[src/rtl/mru_frame_streamer.sv]
// Streams snapshots of a 4-entry move-to-front tracker over valid/ready, index 0 first.
// List changes seen while a frame is in flight are coalesced into one follow-up frame.
module mru_frame_streamer #(
  parameter int DATA_W = 8,
  parameter int CNT_W  = 8
) (
  input  logic              clk_in,
  input  logic              reset_in,
  input  logic [DATA_W-1:0] in_0,
  input  logic [DATA_W-1:0] in_1,
  input  logic [DATA_W-1:0] in_2,
  input  logic [DATA_W-1:0] in_3,
  input  logic              in_valid_0,
  input  logic              in_valid_1,
  input  logic              in_valid_2,
  input  logic              in_valid_3,
  output logic [DATA_W-1:0] out_data,
  output logic [1:0]        out_index,
  output logic              out_last,
  output logic              out_valid,
  input  logic              out_ready,
  output logic              busy,
  output logic [CNT_W-1:0]  drop_cnt
);

  typedef enum logic {IDLE, SEND} state_t;

  state_t                  state_q, state_d;
  logic [3:0][DATA_W-1:0]  shadow_data_q, shadow_data_d;
  logic [3:0]              shadow_vld_q, shadow_vld_d;
  logic [3:0][DATA_W-1:0]  frame_data_q, frame_data_d;
  logic [3:0]              frame_vld_q, frame_vld_d;
  logic [3:0][DATA_W-1:0]  prev_data_q, prev_data_d;
  logic [3:0]              prev_vld_q, prev_vld_d;
  logic [1:0]              idx_q, idx_d;
  logic                    pending_q, pending_d;
  logic [CNT_W-1:0]        drop_cnt_q, drop_cnt_d;

  logic [3:0][DATA_W-1:0]  in_data;
  logic [3:0]              in_vld;
  logic [3:0]              shadow_match;
  logic [3:0]              prev_match;
  logic                    in_eq_shadow;
  logic                    in_eq_prev;
  logic                    in_any_vld;
  logic                    frame_last;
  logic [CNT_W-1:0]        drop_inc;

  assign in_data = {in_3, in_2, in_1, in_0};
  assign in_vld  = {in_valid_3, in_valid_2, in_valid_1, in_valid_0};

  // Data in invalid positions never participates in snapshot equality.
  for (genvar gi = 0; gi < 4; gi++) begin : g_match
    assign shadow_match[gi] = !in_vld[gi] || (in_data[gi] == shadow_data_q[gi]);
    assign prev_match[gi]   = !in_vld[gi] || (in_data[gi] == prev_data_q[gi]);
  end

  assign in_eq_shadow = (in_vld == shadow_vld_q) && (&shadow_match);
  assign in_eq_prev   = (in_vld == prev_vld_q) && (&prev_match);
  assign in_any_vld   = |in_vld;
  assign frame_last   = ~|(frame_vld_q & (4'b1110 << idx_q));
  assign drop_inc     = (drop_cnt_q == '1) ? drop_cnt_q : drop_cnt_q + CNT_W'(1);

  function automatic logic [1:0] lowest_valid(input logic [3:0] v);
    logic [1:0] r;
    r = 2'd0;
    for (int i = 3; i >= 0; i--) begin
      if (v[i]) r = 2'(i);
    end
    return r;
  endfunction

  function automatic logic [1:0] next_valid(input logic [3:0] v, input logic [1:0] cur);
    logic [1:0] r;
    r = cur;
    for (int i = 3; i >= 0; i--) begin
      if (v[i] && (i > int'(cur))) r = 2'(i);
    end
    return r;
  endfunction

  always_comb begin
    state_d       = state_q;
    shadow_data_d = shadow_data_q;
    shadow_vld_d  = shadow_vld_q;
    frame_data_d  = frame_data_q;
    frame_vld_d   = frame_vld_q;
    prev_data_d   = in_data;
    prev_vld_d    = in_vld;
    idx_d         = idx_q;
    pending_d     = pending_q;
    drop_cnt_d    = drop_cnt_q;

    case (state_q)
      IDLE: begin
        if (!in_eq_shadow) begin
          shadow_data_d = in_data;
          shadow_vld_d  = in_vld;
          if (in_any_vld) begin
            frame_data_d = in_data;
            frame_vld_d  = in_vld;
            idx_d        = lowest_valid(in_vld);
            state_d      = SEND;
          end
        end
      end

      SEND: begin
        if (out_ready && frame_last) begin
          pending_d = 1'b0;
          if (!in_eq_shadow && in_any_vld) begin
            shadow_data_d = in_data;
            shadow_vld_d  = in_vld;
            frame_data_d  = in_data;
            frame_vld_d   = in_vld;
            idx_d         = lowest_valid(in_vld);
          end else begin
            state_d = IDLE;
            if (!in_any_vld) begin
              shadow_data_d = in_data;
              shadow_vld_d  = in_vld;
            end
            // The list moved and came back: the intermediate change was lost.
            if (pending_q && in_eq_shadow) drop_cnt_d = drop_inc;
          end
        end else begin
          if (out_ready) idx_d = next_valid(frame_vld_q, idx_q);
          if (!in_eq_prev) begin
            if (!pending_q) pending_d = 1'b1;
            else            drop_cnt_d = drop_inc;
          end
        end
      end

      default: state_d = IDLE;
    endcase
  end

  always_ff @(posedge clk_in) begin
    if (reset_in) begin
      state_q       <= IDLE;
      shadow_data_q <= '0;
      shadow_vld_q  <= '0;
      frame_data_q  <= '0;
      frame_vld_q   <= '0;
      prev_data_q   <= '0;
      prev_vld_q    <= '0;
      idx_q         <= 2'd0;
      pending_q     <= 1'b0;
      drop_cnt_q    <= '0;
    end else begin
      state_q       <= state_d;
      shadow_data_q <= shadow_data_d;
      shadow_vld_q  <= shadow_vld_d;
      frame_data_q  <= frame_data_d;
      frame_vld_q   <= frame_vld_d;
      prev_data_q   <= prev_data_d;
      prev_vld_q    <= prev_vld_d;
      idx_q         <= idx_d;
      pending_q     <= pending_d;
      drop_cnt_q    <= drop_cnt_d;
    end
  end

  assign out_valid = (state_q == SEND);
  assign busy      = (state_q == SEND);
  assign out_data  = out_valid ? frame_data_q[idx_q] : '0;
  assign out_index = out_valid ? idx_q : 2'd0;
  assign out_last  = out_valid && frame_last;
  assign drop_cnt  = drop_cnt_q;

endmodule

[config.mk]
export PLATFORM = sky130hd
export DESIGN_NAME = mru_frame_streamer
export DESIGN_NICKNAME = d
export VERILOG_FILES = /design/src/rtl/mru_frame_streamer.sv
export SDC_FILE = /design/constraint.sdc
export NUM_CORES = 1
export LEC_CHECK = 0
export BUFFER_PORTS_ARGS = -buffer_cell sky130_fd_sc_hd__buf_4
export CORE_UTILIZATION = 35
export DETAILED_ROUTE_END_ITERATION = 12
export SLEW_MARGIN = 20
export SYNTH_ARGS = -nofsm -noshare
export SYNTH_HDL_FRONTEND = slang
export SYNTH_SLANG_ARGS = --single-unit
[constraint.sdc]
create_clock -name clk_in -period 3 [get_ports clk_in]
set_input_delay 0.15 -clock clk_in [delete_from_list [all_inputs] [get_ports clk_in]]
set_output_delay 0.15 -clock clk_in [all_outputs]
set_load 0.1 [all_outputs]
==> summary.md <==
| Metric | Value |
|---|---|
| Slew @ Worst Pin | 0.802 ns |
| Sequential Power Share | 39.2% |
| Clk slew on worst S/H paths | 0.05 ns |
| Final core occ | 44.7% |
| Core ar. | 14,800 um^2 |
| Post-synthesis cell type count | 52 |
| Pin count of the biggest net entering global routing | 81 |
| WL/cell | 15.2 um |
| P_int | 3.32 mW |
| Final hold vios | 0 |
| CTS H-tree depth | 4 |
| Largest cells by area after synthesis | dfxtp_1 44%, mux2i_1 13%, xnor2_1 11%, nor2_1 5.3%, nor2b_1 4.7% |
| Most used standard cell by instance count after synthesis | dfxtp_1 |
| CTS tree | yes |
| Drt drc | 0 |
| Crit end category | flip-flop |
| Vias after detailed routing | 3,864 |
| Fraction of registers with async set/reset | 0% |
| Total track usage | 16.2% |
| Crit path time final | 2.33 ns |
| Post-synth top flop | dfxtp_1 |
| Yosys top cell area share | 44.5% |
| Combinational Power Share | 16.6% |
| Worst hold margin | 0.0194 ns |
| Commonest cells post-synth | 119 x dfxtp_1, 76 x nor2_1, 68 x xnor2_1 |
| Avg Cell Area, Syn | 10.1 um^2 |
| Worst Path Arrival | 2.62 ns |
| Vias in the first global route | 3,794 |
| Root Buffer | clkbuf_16 |
| Drt total wl | 12.0 mm |
| I/O pin total | 60 |
| First element of the critical path | in_3[1] |
| Sequential share of the synthesized area | 44.5% |
| Switching share of power | 26.3% |
| Final Wtd Congestion | 0.805 |
| # setup viols final | 0 |
| Worst Skew | 0.00971 ns |
| R2R Path Start | frame_vld_q[1] |
| Register bit count reported by yosys | 119 |
| Initial Util | 36.3% |
| Slew HR | 46.6% |
| Pre-Repair DR Iteration Count | 5 |
| CTS Buf Count | 17 |
| Row Count | 44 |
| Critical path class | primary input to flip-flop |
| Synthesized instance count | 528 |
| Crit start category | primary input |
| Clk_lat worst skew | 0.41 ns |
| # port buffers | 59 |
| RSZ-0062 raised after global routing | no |
| Fmax | 429 MHz |
| Net switching power | 1.18 mW |
| Area leader, netlist | dfxtp_1 |
| Max-slew violations | 0 |
| Post-Synthesis Net Count | 568 |
| Die X | 126 um |
| Max-cap violations | 0 |
| Antenna violations before repair | 0 |
| Die area | 15,800 um^2 |
| Hold Crit Class | primary input to flip-flop |
| CP Max Fanout | 10 |
| Drt first-iter violations | 250 |
| Diode count | 0 |
| First-pass GRT wire length | 19.5 mm |
| Maximum vdd drop | 372 uV |
| Clock group share of total power | 44.2% |
| Leakage Power | 2.72 nW |
| Area growth syn-to-layout | 23.1% |
| Clock sinks | 119 |
| Die height | 126 um |
| Dpl ws | 0.709 ns |
| ANT nets after route | 0 |
| Nets | 630 |
| Status | finished, final reports clean |
| Worst hold start | in_1[0] |
| Max Root-Sink Buffers | 2 |
| Fin crit share | 77.6% |
| Number of synthesized flops with an enable pin | 0 |
| Layout cells sized above 1 | 18.9% |
| PnR worst setup slack | 0.671 ns |
| Warnings, synthesis | 0 |
| Final setup TNS | 0 ns |
| Vias/cell | 4.91 |
| Worst Path Required | 3.29 ns |
| PD cells | 682 nW/um^2 |
| DP HPWL | 8.49 mm |
| Mapped Area | 5360 um^2 |
| GR Overflow Total | 0 |
==> timing repair <==
action,CTS,global route
endpoints found under the hold margin,8,0
buffers inserted,0,0
hold buffers,8,0
gates resized for setup,0,0
==> final cells by class <==
| class | count | area, um^2 |
|---|---|---|
| clock inverter | 8 | 95.1 |
| fill | 1395 | 8160 |
| inverter | 8 | 30.0 |
| tap | 184 | 230 |
| sequential | 119 | 2380 |
| multi-input combinational | 371 | 2780 |
| clock buffer | 24 | 492 |
| timing repair buffer | 73 | 593 |
==> power by group through the flow <==
stage          clock [mW]  sequential (mW)  combinational, mW
3_3_place_gp            0             1.79              0.726
3_5_place_dp            0             1.80              0.742
2_1_floorplan           0             1.79              0.553
5_1_grt              2.12             1.78              0.805
6_report             1.99             1.76              0.747
4_1_cts              2.04             1.76              0.753
==> flip-flops by register name (all words and copies together) (netlist names) <==
register,cells
frame_vld_q,3
frame_data_q,32
shadow_data_q,32
idx_q,2
pending_q,1
prev_vld_q,4
drop_cnt,8
busy,1
shadow_vld_q,4
prev_data_q,32
==> routing by layer <==
metal	up-vias	part of all wire [%]	GRT usage, %
met1	1835	46	20.0
met4	0	1.8	6.38
met5	-	0	0
met3	16	3.9	4.29
met2	84	48	27.0
li1	1929	-	-
==> worst max-delay path, stage by stage <==
cell           delay (ns)
dlygate4sd3_1        0.54
buf_4                0.16
xnor2_1              0.14
nand4_1              0.13
o21ai_1              0.33
and4_4               0.34
a21oi_4              0.11
nor4_1               0.37
mux2_1               0.35
==> kinds of logic (layout without fill, tap and decap cells) <==
kind of cell	after synthesis	in the layout	share of synthesized area, %
adders and majority gates	1	1	0.233
xor gates and xnor gates	72	72	11.8
muxes	79	79	16.7
buffers and inverters	38	113	4.18
DFF	119	119	44.5
and+or+nand+nor	179	179	17.5
AOI/OAI and AO/OA	40	40	5.11
==> cell usage in the layout (no fill, tap or decap), types with 3 or more instances in the layout <==
cell type / netlist / routed
nand2b_1: 3 / 3
nor3_1: 4 / 4
mux2i_1: 67 / 67
nand4_1: 19 / 19
buf_4: 5 / 63
nand3_1: 4 / 4
mux4_2: 8 / 8
a21oi_1: 8 / 8
xor2_1: 4 / 4
dlygate4sd3_1: 0 / 8
and2_1: 11 / 11
o21ai_0: 7 / 7
o21ai_1: 4 / 4
mux2_2: 3 / 3
xnor2_1: 68 / 68
clkbuf_16: 0 / 17
nor2b_1: 40 / 40
and3_1: 5 / 5
clkbuf_1: 14 / 3
inv_1: 7 / 7
clkinv_2: 0 / 4
o31ai_1: 3 / 3
clkbuf_8: 0 / 4
dfxtp_1: 119 / 119
nor2_1: 76 / 76
nand2_1: 6 / 6
==> through the flow <==
step	instance area (um^2)	total power [mW]	std cells
2_1_floorplan	5360	2.35	528
5_1_grt	6600	4.70	787
3_3_place_gp	5930	2.52	747
3_5_place_dp	5930	2.54	747
6_report	6600	4.50	787
4_1_cts	6600	4.55	787
==> final timing paths <==
check / endpoint / cells after the start / slack [ns]
min: prev_data_q[8] / 2 / 0.02
max reg2reg: shadow_data_q[29] / 8 / 0.70
max: drop_cnt[3] / 9 / 0.67
min reg2reg: frame_vld_q[1] / 1 / 0.46
(Power assumes the default switching activity.)
